File: config.mk
export PLATFORM = sky130hd
export DESIGN_NAME = qu_dispatch
export DESIGN_NICKNAME = d
export VERILOG_FILES = /design/src/rtl/qu_dispatch.sv
export SDC_FILE = /design/constraint.sdc
export NUM_CORES = 1
export LEC_CHECK = 0
export BUFFER_PORTS_ARGS = -buffer_cell sky130_fd_sc_hd__buf_2
export CAP_MARGIN = 20
export CORE_ASPECT_RATIO = 1.4
export CORE_MARGIN = 4
export CORE_UTILIZATION = 47
export CTS_BUF_LIST = sky130_fd_sc_hd__clkbuf_2 sky130_fd_sc_hd__clkbuf_4 sky130_fd_sc_hd__clkbuf_8
export CTS_CLUSTER_DIAMETER = 40
export CTS_CLUSTER_SIZE = 30
export DETAILED_ROUTE_END_ITERATION = 16
export GPL_ROUTABILITY_DRIVEN = 0
export PLACE_DENSITY = 0.7
export SYNTH_ARGS = -nofsm -noshare
export SYNTH_HDL_FRONTEND = slang
export SYNTH_SLANG_ARGS = --single-unit
File: constraint.sdc
create_clock -name clk -period 9 [get_ports clk]
set_input_delay 1.35 -clock clk [delete_from_list [all_inputs] [get_ports clk]]
set_output_delay 1.35 -clock clk [all_outputs]
set_load 0.01 [all_outputs]
File: src/rtl/qu_dispatch.sv
// qu_dispatch: dispatch stage after rename; allocates RS slots, tags source readiness.
// Optional stats counters enabled by defining QU_DISPATCH_STATS_EN.
//
// Ports:
//   clk, rst           clock, synchronous active-high reset
//   flush, stall       pipeline flush, external stall
//   uop_*              renamed uop from RN (valid/ready handshake)
//   rs_wr_*            registered RS write (one cycle after accept)
//   rs_free_en/addr    slot release from issue
//   wb_en/wb_addr      writeback broadcast clearing busy bits
//   free_cnt           number of free RS slots
//   dp_stall           uop_valid && !uop_ready
//   stat_* (opt.)      saturating accept / full-with-valid cycle counters
module qu_dispatch #(
    parameter int UOP_WIDTH      = 64,
    parameter int PHY_ADDR_WIDTH = 6,
    parameter int RS_ENTRIES     = 8
) (
    input  logic                          clk,
    input  logic                          rst,
    input  logic                          flush,
    input  logic                          stall,
    input  logic                          uop_valid,
    output logic                          uop_ready,
    input  logic [UOP_WIDTH-1:0]          uop_data,
    input  logic [PHY_ADDR_WIDTH-1:0]     uop_rs1,
    input  logic [PHY_ADDR_WIDTH-1:0]     uop_rs2,
    input  logic [PHY_ADDR_WIDTH-1:0]     uop_rd,
    input  logic                          uop_has_rd,
    output logic                          rs_wr_en,
    output logic [$clog2(RS_ENTRIES)-1:0] rs_wr_addr,
    output logic [UOP_WIDTH-1:0]          rs_wr_data,
    output logic                          rs_wr_src1_rdy,
    output logic                          rs_wr_src2_rdy,
    input  logic                          rs_free_en,
    input  logic [$clog2(RS_ENTRIES)-1:0] rs_free_addr,
    input  logic                          wb_en,
    input  logic [PHY_ADDR_WIDTH-1:0]     wb_addr,
    output logic [$clog2(RS_ENTRIES):0]   free_cnt,
    output logic                          dp_stall
`ifdef QU_DISPATCH_STATS_EN
    ,
    output logic [31:0]                   stat_dispatched,
    output logic [31:0]                   stat_full_cycles
`endif
);

    localparam int IDX_W = $clog2(RS_ENTRIES);
    localparam int CNT_W = IDX_W + 1;
    localparam int NREG  = 1 << PHY_ADDR_WIDTH;

    logic [RS_ENTRIES-1:0] slot_used;
    logic [NREG-1:0]       busy;

    logic [IDX_W-1:0]      alloc_idx;
    logic                  accept;
    logic                  src1_rdy;
    logic                  src2_rdy;

    // free_cnt derived from the bitmap so the two can never disagree.
    always_comb begin
        free_cnt = CNT_W'(RS_ENTRIES);
        for (int i = 0; i < RS_ENTRIES; i++) begin
            if (slot_used[i]) free_cnt = free_cnt - CNT_W'(1);
        end
    end

    // Lowest-index free slot: scan downward so the last hit is the smallest.
    always_comb begin
        alloc_idx = '0;
        for (int i = RS_ENTRIES - 1; i >= 0; i--) begin
            if (!slot_used[i]) alloc_idx = IDX_W'(i);
        end
    end

    assign uop_ready = !rst && !flush && !stall && (free_cnt != '0);
    assign accept    = uop_valid && uop_ready;
    assign dp_stall  = uop_valid && !uop_ready;

    // Same-cycle writeback bypass; p0 is the hardwired zero register.
    assign src1_rdy = (uop_rs1 == '0) || !busy[uop_rs1] ||
                      (wb_en && (wb_addr == uop_rs1));
    assign src2_rdy = (uop_rs2 == '0) || !busy[uop_rs2] ||
                      (wb_en && (wb_addr == uop_rs2));

    // Slot bitmap: release first, then allocation (disjoint slots anyway).
    always_ff @(posedge clk) begin
        if (rst || flush) begin
            slot_used <= '0;
        end else begin
            logic [RS_ENTRIES-1:0] nxt;
            nxt = slot_used;
            if (rs_free_en) nxt[rs_free_addr] = 1'b0;
            if (accept) nxt[alloc_idx] = 1'b1;
            slot_used <= nxt;
        end
    end

    // Busy table: writeback clears, a new destination sets and wins on collision.
    always_ff @(posedge clk) begin
        if (rst || flush) begin
            busy <= '0;
        end else begin
            logic [NREG-1:0] nxt;
            nxt = busy;
            if (wb_en) nxt[wb_addr] = 1'b0;
            if (accept && uop_has_rd && (uop_rd != '0)) nxt[uop_rd] = 1'b1;
            busy <= nxt;
        end
    end

    always_ff @(posedge clk) begin
        if (rst) begin
            rs_wr_en       <= 1'b0;
            rs_wr_addr     <= '0;
            rs_wr_data     <= '0;
            rs_wr_src1_rdy <= 1'b0;
            rs_wr_src2_rdy <= 1'b0;
        end else begin
            rs_wr_en <= accept;
            if (accept) begin
                rs_wr_addr     <= alloc_idx;
                rs_wr_data     <= uop_data;
                rs_wr_src1_rdy <= src1_rdy;
                rs_wr_src2_rdy <= src2_rdy;
            end
        end
    end

`ifdef QU_DISPATCH_STATS_EN
    always_ff @(posedge clk) begin
        if (rst) begin
            stat_dispatched  <= '0;
            stat_full_cycles <= '0;
        end else begin
            if (accept && (stat_dispatched != '1))
                stat_dispatched <= stat_dispatched + 32'd1;
            if (uop_valid && (free_cnt == '0) && (stat_full_cycles != '1))
                stat_full_cycles <= stat_full_cycles + 32'd1;
        end
    end
`endif

endmodule

== Word level (Yosys, flattened, before mapping) ==
Index checks and enable logic that the tools add are counted.

* Register bits: 142
* Latch bits: 0
* Bits in writable memories: 0
* Bits in read-only memories: 0
* Input port bits: 99
* Output and inout bits: 76
* Memories: 0

* Add/sub/neg operators: 7
* Multipliers: 0
* Divide/modulo/power cells: 0
* Magnitude comparators: 10
* Equality and inequality tests: 2
* Shift operators: 0
* Multiplexer cells: 34
* Bitwise operators: 6
* Reduce and logical (&&, ||, !) cells: 28

{| class="wikitable"
|+ Operators with widths
! cell !! number
|-
| 64-bit two-way mux || 3
|-
| 64-bit bitwise AND || 1
|-
| 64-bit NOT || 1
|-
| 64-bit bitwise OR || 1
|-
| 4-bit two-way mux || 8
|-
| 6-bit by 7-bit < comparator with 1-bit output (second input constant) || 4
|-
| 4-bit by 1-bit subtractor with 4-bit output (second input constant) || 7
|-
| 3-bit two-way mux || 8
|-
| 8-bit two-way mux || 3
|-
| 1-bit logical AND || 13
|-
| 1-bit binary-select mux with 6-bit select || 2
|-
| 1-bit demux with 6-bit select || 2
|-
| 6-bit equality test || 2
|-
| 6-bit by 1-bit >= comparator with 1-bit output (second input constant) || 2
|-
| 6-bit zero test || 2
|-
| 8-bit bitwise AND || 1
|-
| 3-bit by 4-bit < comparator with 1-bit output (second input constant) || 2
|-
| 8-bit NOT || 1
|-
| 8-bit bitwise OR || 1
|-
| 1-bit demux with 3-bit select || 2
|-
| 3-bit by 1-bit >= comparator with 1-bit output (second input constant) || 2
|-
| 1-bit zero test || 6
|-
| 1-bit two-way mux || 6
|-
| 6-bit nonzero test || 1
|-
| 2 further kinds || 6
|}

== Longest topological paths before layout ==
* Depth after elaboration: 21
* Mapped depth: 20
* Mapped depth without buffers: 15

== Worst setup path before layout ==
No wires, ideal clock.

* Path kind: flip-flop to output port
* Start: register slot_used[2]
* End: output dp_stall
* Arrival time: 3.670 ns
* Data required time: 7.650 ns
* Setup slack: 3.980 ns
* Cell stages (with the launch flop): 18
* Buffers on the path: 3
* Cell sequence: dfxtp_1 -> clkbuf_1 -> inv_1 -> fa_1 -> buf_4 -> buf_2 -> and3b_1 -> o211ai_1 -> o211ai_1 -> a22o_1 -> nand2_1 -> ha_1 -> nor3_1 -> and3_1 -> o311a_1 -> o21bai_2 -> nor3_1 -> o31a_1

* Cells in the longest elaborated chain, start to end: 15

{| class="wikitable"
|+ RTL lines
! item !! line !! RTL
|-
| from (decl) || 52 || <nowiki>logic [RS_ENTRIES-1:0] slot_used;</nowiki>
|-
| from (signal assigned) || 95 || <nowiki>slot_used <= nxt;</nowiki>
|-
| 4-bit two-way mux (*) || 64 || <nowiki>if (slot_used[i]) free_cnt = free_cnt - CNT_W'(1);</nowiki>
|-
| 4-bit by 1-bit subtractor with 4-bit output || 64 ||
|-
| 4-bit two-way mux (*) || 64 ||
|-
| 4-bit by 1-bit subtractor with 4-bit output || 64 ||
|-
| 4-bit two-way mux (*) || 64 ||
|-
| 4-bit by 1-bit subtractor with 4-bit output || 64 ||
|-
| 4-bit two-way mux (*) || 64 ||
|-
| 4-bit by 1-bit subtractor with 4-bit output || 64 ||
|-
| 4-bit two-way mux (*) || 64 ||
|-
| 4-bit by 1-bit subtractor with 4-bit output || 64 ||
|-
| 4-bit two-way mux (*) || 64 ||
|-
| 4-bit nonzero test (*) || 76 || <nowiki>assign uop_ready = !rst && !flush && !stall && (free_cnt != '0);</nowiki>
|-
| 1-bit logical AND (*) || 76 ||
|-
| 1-bit zero test (*) || 78 || <nowiki>assign dp_stall = uop_valid && !uop_ready;</nowiki>
|-
| 1-bit logical AND (*) || 78 ||
|-
| to (decl) || 40 || <nowiki>output logic dp_stall</nowiki>
|}

Every way passes the cells marked *; elsewhere a longest branch is shown, timed or not.

== Worst setup path in the final report ==
Ends and elaborated chain as after synthesis.

==> qor.yml <==
outcome:
  status: "completed"
floorplanning:
  die_w_um: 121
  die_area_um2: 20100
  io_pins: 175
  rows: 57
  die_h_um: 166
  core_area_um2: 17500
  initial_core_util_pct: 48.1
worst_setup_path:
  worst-path-max-fanout: 18
  rr_worst_depth: 15
  required_ps: 7650
  critPathSlowestCell: "fa_1"
  worstSetupPathType: "flip-flop to primary output"
  cp-start-kind: "flip-flop"
  crit_top_cell: "nor3_1"
  worstPathCellList: "inv_1, fa_1, nand2b_1, mux2i_1, a2111oi_4, a22o_1, nand2_1, ha_1, nor3_1, a41oi_1, a211oi_1, o21bai_2, nor3_1, o31a_1, buf_2"
  critical_path_arrival_ps: 4820
  worstSetupEndpointType: "primary output"
  crit_path_max_incr_delay_ps: 1010
min_path:
  holdPathStages: 2
  hold_path_class: "flip-flop to flip-flop"
sta:
  clock.fmax_ghz: 0.162
  fin_setup_tns_ps: 0
  skew_ps: 11.9
  slew-limit-headroom_pct: 26.8
  period_minus_slack_ps: 6170
  setup_ws_ps: 2830
  hold_viol_final: 0
  maxSlewViolCount: 0
  holdWs_ps: 450
  finalSetupViolations: 0
  post-route-period-util_pct: 68.5
  rsz0062_at_grt: "no"
  worst_pin_slew_ps: 1100
routing:
  drc: 0
  drt_iter0_markers: 672
  final_antenna_net_count: 0
  drt_pre_antenna_iters: 5
  wl_per_cell_um: 20.1
  vias: 7351
  wl_um: 24400
  vias_per_cell: 6.08
place:
  port-buffer-count: 174
  dp_hpwl_um: 16500
  dp.cells: 1177
  place_ws_ps: 3370
finish:
  fin_nets: 1065
  stdcell_count: 1210
  syn_to_final_growth_pct: 15.0
  fillerInstances: 1553
  fin_util_pct: 55.3
  drive_above_1_share_pct: 34.6
clock_network:
  ctsHtreeMaxLevel: 4
  cts-root-buf: "clkbuf_8"
  cts_buffers: 17
  holdBufCountCts: 0
  post_cts_buffers: 0
  cts_sinks: 142
  clk_pin_slew_ps: 90
  ctsResizeCount: 0
  cts_tree: "done"
  clk_latency_ps: 450
  clockBufferDepth: 2
synth:
  synth-edff-count: 0
  syn_area_um2: 8400
  synth-xor-area-share_pct: 3.28
  async_flop_share_pct: 0
  synthSimpleGateAreaFrac_pct: 17.4
  syn-num-nets: 943
  syn_inst: 838
  yosysUniqueCellTypes: 71
  synth.avg_cell_area_um2: 10.0
  synth_compound_area_share_pct: 19.4
  synth-warning-count: 0
  synth_flop_cell: "dfxtp_1"
  synth_top_family_by_area: "multiplexers"
  yosys-mux-area-fraction_pct: 20.1
  synthAdderAreaFrac_pct: 1.12
  synth-seq-cells: 142
  ys_seq_area_share_pct: 33.9
global_routing:
  antenna_found_initial: 1
  first_global_vias: 7111
  grt_pass1_wl_um: 38400
  grt_max_degree: 142
  grt-ovfl-total: 0
  grt_use_total_pct: 23.7
power_and_ir_drop:
  peakVddDrop_v: 0.0000840
  p_leak_nw: 3.90
  p_per_area_nw_per_um2: 135
run:
  cap_violations: 0
through the flow:
| stage | instance area, µm² | total power, mW |
|---|---|---|
| after floorplan | 8400 | 0.748 |
| after global placement | 9260 | 0.806 |
| after detailed placement | 9260 | 0.807 |
| after CTS | 9650 | 1.31 |
| after global routing | 9650 | 1.35 |
| final | 9650 | 1.30 |
registers in the layout, summed over array words and instances (netlist names):
| name | cells |
|---|---|
| rs_wr_src1_rdy | 1 |
| rs_wr_en | 1 |
| rs_wr_src2_rdy | 1 |
| rs_wr_data | 64 |
| busy | 64 |
| rs_wr_addr | 3 |
| slot_used | 8 |
cells in the mapped netlist (7+ instances only):
| cell | count | area (µm²) |
|---|---|---|
| nand2_1 | 70 | 263 |
| clkbuf_1 | 49 | 184 |
| mux2_2 | 45 | 507 |
| inv_1 | 11 | 41.3 |
| o31ai_1 | 26 | 195 |
| nand2b_1 | 10 | 62.6 |
| buf_2 | 12 | 60.1 |
| mux4_2 | 32 | 721 |
| nand3_1 | 37 | 185 |
| o211ai_1 | 47 | 353 |
| o21ai_0 | 21 | 105 |
| mux2_1 | 25 | 282 |
| mux2i_1 | 18 | 180 |
| a21oi_1 | 11 | 55.1 |
| nor3_1 | 12 | 60.1 |
| nor2_1 | 19 | 71.3 |
| o41ai_2 | 28 | 455 |
| or3_1 | 7 | 43.8 |
| o311ai_0 | 7 | 61.3 |
| nor2b_1 | 73 | 457 |
| dfxtp_1 | 142 | 2840 |
| nand4_1 | 16 | 100 |
| xnor2_1 | 16 | 140 |
final cells by class:
class                      instances  area, µm²  share of cell area (%)
antenna                            1       2.50                  0.0259
clock inverter                    13        129                    1.33
clock buffer                      19        262                    2.71
tap                              236        295                    3.06
inverter                          11       41.3                   0.428
timing repair buffer             180        926                    9.59
sequential                       142       2840                    29.4
multi-input combinational        608       5160                    53.4
layout by cell type, fill, tap and decap left out, types with 16 or more instances in the layout:
cell type    n
clkbuf_8    19
nand4_1     16
o31ai_1     26
mux2_1      25
mux4_2      32
o41ai_2     28
xnor2_1     16
o21ai_0     21
nand2_1     70
nand3_1     37
mux2i_1     18
nor2_1      18
dfxtp_1    142
buf_2      175
o211ai_1    47
mux2_2      45
nor2b_1     73
worst max-delay path, delay by kind of cell (launching register included):
kind,cells,cell delay (ps)
flip-flops,1,580
AND/OR/NAND/NOR,4,810
AO/OA/AOI/OAI,6,1360
buffers and inverters,2,240
multiplexers,1,120
adder cells (fa/ha/maj),2,1250
cells by family (layout without fill, tap and decap cells):
logic type | count (synthesis) | after routing
AOI/OAI and AO/OA | 183 | 183
xor gates and xnor gates | 26 | 26
adders and majority gates | 7 | 7
buffers and inverters | 88 | 223
DFF | 142 | 142
muxes | 120 | 120
other | 0 | 1
and+or+nand+nor | 272 | 272
metal layers:
layer	GRT usage (%)	routed length, µm	vias to the layer above
met2	41.2	12500	335
li1	-	-	3394
met1	28.4	9180	3559
met3	4.97	1910	63
met4	9.07	754	0
met5	0	0	-
path summary, 6_finish.rpt:
check        slack, ps             end    startpoint
max               2830        dp_stall  slot_used[2]
max reg2reg       3660  rs_wr_data[20]  slot_used[2]
min reg2reg        450         busy[0]       busy[0]
min                450         busy[0]       busy[0]
report_power, final:
group	switching [mW]	internal, mW
Clock	0.268	0.238
Sequential	0.00421	0.639
Combinational	0.0941	0.0567
(Power assumes the default switching activity.)
